--- config.mk ---
export PLATFORM = sky130hd
export DESIGN_NAME = fluxo_dados_jogadas
export DESIGN_NICKNAME = d
export VERILOG_FILES = /design/src/rtl/fluxo_dados_jogadas.sv
export SDC_FILE = /design/constraint.sdc
export NUM_CORES = 1
export LEC_CHECK = 0
export BUFFER_PORTS_ARGS = -buffer_cell sky130_fd_sc_hd__clkbuf_2
export CAP_MARGIN = 20
export CELL_PAD_IN_SITES_DETAIL_PLACEMENT = 1
export CELL_PAD_IN_SITES_GLOBAL_PLACEMENT = 1
export CORE_MARGIN = 4
export CORE_UTILIZATION = 40
export CTS_CLUSTER_DIAMETER = 50
export CTS_CLUSTER_SIZE = 10
export DETAILED_ROUTE_END_ITERATION = 12
export GPL_TIMING_DRIVEN = 0
export PLACE_DENSITY_LB_ADDON = 0.1
export SLEW_MARGIN = 20
export SYNTH_ARGS = -nofsm -noshare
export SYNTH_HDL_FRONTEND = slang
export SYNTH_SLANG_ARGS = --single-unit
--- constraint.sdc ---
create_clock -name clock -period 2.3 [get_ports clock]
set_clock_uncertainty 0.2 [all_clocks]
set_input_delay 0.46 -clock clock [delete_from_list [all_inputs] [get_ports clock]]
set_output_delay 0.46 -clock clock [all_outputs]
set_load 0.01 [all_outputs]
--- src/rtl/fluxo_dados_jogadas.sv ---
// rtl/fluxo_dados_jogadas.sv - datapath for the button-sequence game: counters, play register, memory, edge detect
// Optional timeout logic is compiled in with FLUXO_TIMEOUT_EN.
module fluxo_dados_jogadas #(
    parameter int NUM_BOTOES     = 4,
    parameter int ADDR_W         = 4,
    parameter int TIMEOUT_CICLOS = 3000
) (
    input  logic                  clock,
    input  logic                  reset,
    input  logic                  zeraR,
    input  logic                  registraR,
    input  logic                  zeraE,
    input  logic                  contaE,
    input  logic                  zeraL,
    input  logic                  contaL,
    input  logic                  gravaM,
    input  logic                  contaT,
    input  logic [NUM_BOTOES-1:0] botoes,
    output logic                  chavesIgualMemoria,
    output logic                  enderecoIgualLimite,
    output logic                  enderecoMenorLimite,
    output logic                  fimE,
    output logic                  fimL,
    output logic                  jogada_feita,
    output logic                  timeout,
    output logic                  db_tem_jogada,
    output logic [ADDR_W-1:0]     db_contagem,
    output logic [ADDR_W-1:0]     db_limite,
    output logic [NUM_BOTOES-1:0] db_jogada,
    output logic [NUM_BOTOES-1:0] db_memoria
);

    localparam int DEPTH = 2 ** ADDR_W;

    logic [ADDR_W-1:0]     endereco;
    logic [ADDR_W-1:0]     limite;
    logic [NUM_BOTOES-1:0] jogada;
    logic [NUM_BOTOES-1:0] dado_lido;
    logic                  tem_jogada_ant;
    logic [NUM_BOTOES-1:0] memoria [DEPTH];

    // Address and limit counters: clear has priority, natural wrap at the top.
    always_ff @(posedge clock or negedge reset) begin
        if (!reset) begin
            endereco <= '0;
        end else if (zeraE) begin
            endereco <= '0;
        end else if (contaE) begin
            endereco <= endereco + ADDR_W'(1);
        end
    end

    always_ff @(posedge clock or negedge reset) begin
        if (!reset) begin
            limite <= '0;
        end else if (zeraL) begin
            limite <= '0;
        end else if (contaL) begin
            limite <= limite + ADDR_W'(1);
        end
    end

    always_ff @(posedge clock or negedge reset) begin
        if (!reset) begin
            jogada <= '0;
        end else if (zeraR) begin
            jogada <= '0;
        end else if (registraR) begin
            jogada <= botoes;
        end
    end

    // Memory array has no reset so stored plays survive a reset.
    always_ff @(posedge clock) begin
        if (gravaM) begin
            memoria[endereco] <= jogada;
        end
    end

    // Read register samples the pre-write word, giving read-first behaviour.
    always_ff @(posedge clock or negedge reset) begin
        if (!reset) begin
            dado_lido <= '0;
        end else begin
            dado_lido <= memoria[endereco];
        end
    end

    assign db_tem_jogada = |botoes;

    always_ff @(posedge clock or negedge reset) begin
        if (!reset) begin
            tem_jogada_ant <= 1'b0;
            jogada_feita   <= 1'b0;
        end else begin
            tem_jogada_ant <= db_tem_jogada;
            jogada_feita   <= db_tem_jogada & ~tem_jogada_ant;
        end
    end

`ifdef FLUXO_TIMEOUT_EN
    localparam int TW = $clog2(TIMEOUT_CICLOS);
    localparam logic [TW-1:0] ULTIMA = TW'(TIMEOUT_CICLOS - 1);

    logic [TW-1:0] conta_timeout;

    // Idle counter stops once timeout is set; any activity restarts it.
    always_ff @(posedge clock or negedge reset) begin
        if (!reset) begin
            conta_timeout <= '0;
            timeout       <= 1'b0;
        end else if (zeraE || contaE || jogada_feita) begin
            conta_timeout <= '0;
            timeout       <= 1'b0;
        end else if (contaT && !db_tem_jogada && !timeout) begin
            if (conta_timeout == ULTIMA) begin
                timeout <= 1'b1;
            end else begin
                conta_timeout <= conta_timeout + TW'(1);
            end
        end
    end
`else
    logic unused_contat;
    assign unused_contat = contaT & (TIMEOUT_CICLOS > 1);
    assign timeout       = 1'b0;
`endif

    assign fimE                = (endereco == {ADDR_W{1'b1}});
    assign fimL                = (limite == {ADDR_W{1'b1}});
    assign chavesIgualMemoria  = (jogada == dado_lido);
    assign enderecoIgualLimite = (endereco == limite);
    assign enderecoMenorLimite = (endereco < limite);

    assign db_contagem = endereco;
    assign db_limite   = limite;
    assign db_jogada   = jogada;
    assign db_memoria  = dado_lido;

endmodule

; Word-level counts from Yosys, hierarchy flattened
; Memory sizes are Yosys's and may differ from the RTL's. A register that Yosys moved wholly into a read port is not among the register bits.
; Index checks and enable logic that the tools add are counted.
[op_classes]
addsub = 2
magnitude_cmp = 1
n_eq_ne = 4
n_mux = 8
n_bitwise = 2
n_reduce_logical = 5
[ops]
columns = op, count
row1 = 4-bit two-way mux, 6
row2 = 4-bit by 1-bit adder with 4-bit output (second input constant), 2
row3 = 4-bit == test, 2
row4 = 4-bit == test (second input constant), 2
row5 = 2-bit nonzero test, 3
row6 = 4-bit < comparator, 1
row7 = 4-bit OR reduction, 1
row8 = 1-bit two-way mux, 2
row9 = 1-bit AND, 1
row10 = 1-bit logical NOT, 1
row11 = 1-bit NOT, 1
[word_totals]
ff_bits = 14
ramBits = 64
output_inout_bits = 24
elab_cells = 28
n_memories = 1
[mem_list]
columns = memory, depth, word_bits, read_ports, rd_clocked_by_memory_dff, wr, line
row1 = memoria, 16, 4, 1, 1, 1, 40  ; logic [NUM_BOTOES-1:0] memoria [DEPTH];

; Longest topological paths before layout
[depth]
word_depth = 3
mapped_depth = 8

; Worst setup path before layout
; No wires, ideal clock.
[synth_path]
path_type = reg-to-output
startpoint = register endereco[0], in the netlist db_contagem[0]
endpoint = output port enderecoMenorLimite
arrival_ps = 1369
required_ps = 1640
setup_slack_ps = 271
stages_incl_launch_ff = 9
n_path_buf = 2
path_cell_list = dfrtp_1 buf_6 buf_12 inv_2 ha_1 nor2b_1 o21ai_1 nand2b_1 a21oi_1
[synth_between]
elab_chain_len = 1
[synth_rtl]
columns = item, line
row1 = "start, declared", 35  ; logic [ADDR_W-1:0] endereco;
row2 = "start signal, assigned", 49  ; endereco <= endereco + ADDR_W'(1);
row3 = 4-bit < comparator, 133  ; assign enderecoMenorLimite = (endereco < limite);
row4 = "end, declared", 21  ; output logic enderecoMenorLimite,
; No other way between the ends.

; Final worst setup path
[layout_path]
startpoint = register endereco[1], in the netlist db_contagem[1]
endpoint = output port enderecoMenorLimite
; Same word-level chain as after synthesis.

==> results.ini <==
[synth]
synth_edf_count = 64
synthArstFlopShare = 0.2195
avgSynthCellArea_um2 = 16.39
synth_warnings = 0
synthSimpleGateAreaFrac = 0.08906
synthXorXnorAreaFrac = 0.02545
ys_seq_area_frac = 0.6892
synth-compound-area-share = 0.01163
synth_top_family_by_area = multiplexers
synth_ff_type = edfxtp_1
synth_area_um2 = 3442
postSynthNetCount = 233
muxShareOfSynthArea = 0.1265
synth_seq_cells = 82
synth.distinct_cells = 31
synthAdderAreaFrac = 0.03272
synth_cells = 210

[setup_path]
endpoint_kind = output pin
worstSetupStartpointType = register
crit_chain = ha_4 -> nor2b_4 -> o21ai_1 -> nand2b_1 -> a21oi_1 -> buf_2
critical_path_class = register to output pin
cpPeakStageDelay_ps = 460
critPathMaxFanout = 5
cp.arrival_ps = 1650
required_ps = 1640
cp_slowest_cell = dfrtp_2

[die]
die_h_um = 100.8
die_w_um = 100.8
initial_core_util = 0.4147
io_pins = 38
core_area_um2 = 8299
rows = 33
dieArea_um2 = 10150

[clocking]
cts_tree = yes
cts-buffers-inserted = 9
insertion_delay_ps = 340
clock_sinks = 82
clk_pin_slew_worst_paths_ps = 80
cts_buffer_depth = 2
clockRootBuffer = clkbuf_8
htree_levels = 3

[global_route]
grt_pass1_vias = 1998
gr-total-overflow = 0
grt_max_degree = 20
antenna_found_initial = 0
grt_pass1_wl_um = 11230
grt_util_all_layers = 0.1507

[layout]
final_nets = 292
drive_gt1_frac = 0.3613
final_core_util = 0.4936
stdcell_area_um2 = 4096
stdcell_count = 379
n_antenna_cell = 0
mostFrequentLayoutCells = edfxtp_1 (64), clkbuf_2 (34), nor2_1 (20)
syn_to_final_growth_pct = 19.01
layout_commonest_cell = edfxtp_1

[power]
total_power_mw = 2.898
ir_worst_vdd_mv = 0.3199
p_leak_nw = 1.536
power_density_nw_per_um2 = 707.5

[route]
drc = 0
drt-initial-drc-count = 86
postRouteAntennaNets = 0
routed_wirelength_um = 7366
detail_route.wl_per_cell_um = 19.44
num_vias = 1943
first_pass_iters = 4
detail_route.vias_per_cell = 5.127

[placed_design]
routabilityCongestion = 0.7923
placed_area_um2 = 3744
port_buffers = 34
hpwl_um = 5081
place_inst = 349
place_ws_ps = -56.77

[sta]
drv_slew = 0
min_period_over_period = 1.006
setup_viol = 1
layout_setup_ws_ps = -14.22
maxSlewHeadroom = 0.6437
tightest_slew_ps = 530.4
max_freq_ghz = 0.4321
hold_viol_final = 0
period_needed_ps = 2314
rsz0062_at_grt = yes

[hold_path]
hp-class = input pin to register

[flow_run]
drv_cap = 0

[outcome]
violations = setup timing
status = complete, but fails checks

[final timing paths]
| kind | from | slack, ps | end | cells after the start |
|---|---|---|---|---|
| hold reg to reg | tem_jogada_ant$_DFF_PN0_ | 190 | jogada_feita$_DFF_PN0_ | 1 |
| max in group asynchronous | reset | 1130 | db_jogada[0]$_DFFE_PN0P_ | 2 |
| setup reg to reg | db_contagem[1]$_DFFE_PN0P_ | 120 | memoria[1][2]$_DFFE_PP_ | 6 |
| setup / recovery | db_contagem[1]$_DFFE_PN0P_ | -10 | enderecoMenorLimite | 6 |
| min in group asynchronous | reset | 400 | db_memoria[2]$_DFF_PN0_ | 2 |
| hold / removal | zeraR | 120 | db_jogada[3]$_DFFE_PN0P_ | 2 |
[worst max-delay path, delay by kind of cell (launching register included)]
| family | cells | cell delay (ps) |
|---|---|---|
| AOI/OAI and AO/OA | 2 | 280 |
| and+or+nand+nor | 2 | 200 |
| adders and majority gates | 1 | 230 |
| DFF | 1 | 460 |
| buffers and inverters | 1 | 140 |
[synth_stat cells, drive strengths merged (4+ instances only)]
cell,count,area share
xnor2,4,0.010
nand2b,6,0.011
a22oi,4,0.0087
mux4,16,0.11
mux2i,6,0.017
inv,5,0.0055
nor2b,4,0.0073
nand2,12,0.013
nor2,27,0.029
edfxtp,64,0.56
nand3,8,0.012
ha,9,0.033
buf,7,0.017
xor2,6,0.015
dfrtp,18,0.13
[power breakdown]
group	switching, mW	internal, mW	total, mW
registers	0.0402	1.64	1.68
logic	0.178	0.176	0.354
clock network	0.481	0.381	0.862
total	0.698	2.20	2.90
[stage by stage]
stage,TNS (ps),hold slack (ps)
detailed placement,-226.5,188.3
finish,-14.22,123.0
global route,-111.6,105.5
CTS,-77.23,108.4
floorplan,0,-35.59
global placement,-203.2,182.3
[sequential cells by signal (all words and copies together) (netlist names)]
name / flops
memoria: 64
db_contagem: 4
db_jogada: 4
db_limite: 4
db_memoria: 4
jogada_feita: 1
tem_jogada_ant: 1
[routing by layer]
metal,vias to the layer above,routed length (µm),share of wire,global-route usage
met5,-,0,0,0
met4,0,108,0.015,0.04974
met3,12,222,0.030,0.03045
met2,33,3630,0.49,0.2385
met1,996,3405,0.46,0.2092
li1,902,-,-,-
[area by class of cell]
cell class	count	area, µm²
inverters	5	31.28
repair buffers	49	285.3
fillers	847	4203
plain buffers	8	58.81
flip-flops and latches	82	2387
well taps	105	131.4
clock buffers	10	127.6
clock inverters	6	33.78
multi-input cells	114	1041
[cell families after synthesis]
| logic type | Yosys count |
|---|---|
| other cells | 1 |
| flops | 82 |
| buf+inv | 14 |
| simple gates | 66 |
| xor+xnor | 10 |
| fa+ha+maj | 9 |
| mux | 22 |
| compound gates | 6 |
[repair_timing]
action,in CTS,in global routing
hold endpoints to repair,18,0
resized for setup,11,21
pin swaps,1,3
setup endpoints to repair,8,26
hold buffers,1,0
buffers inserted,2,12
No activity file was read; power rests on OpenSTA's default activity.
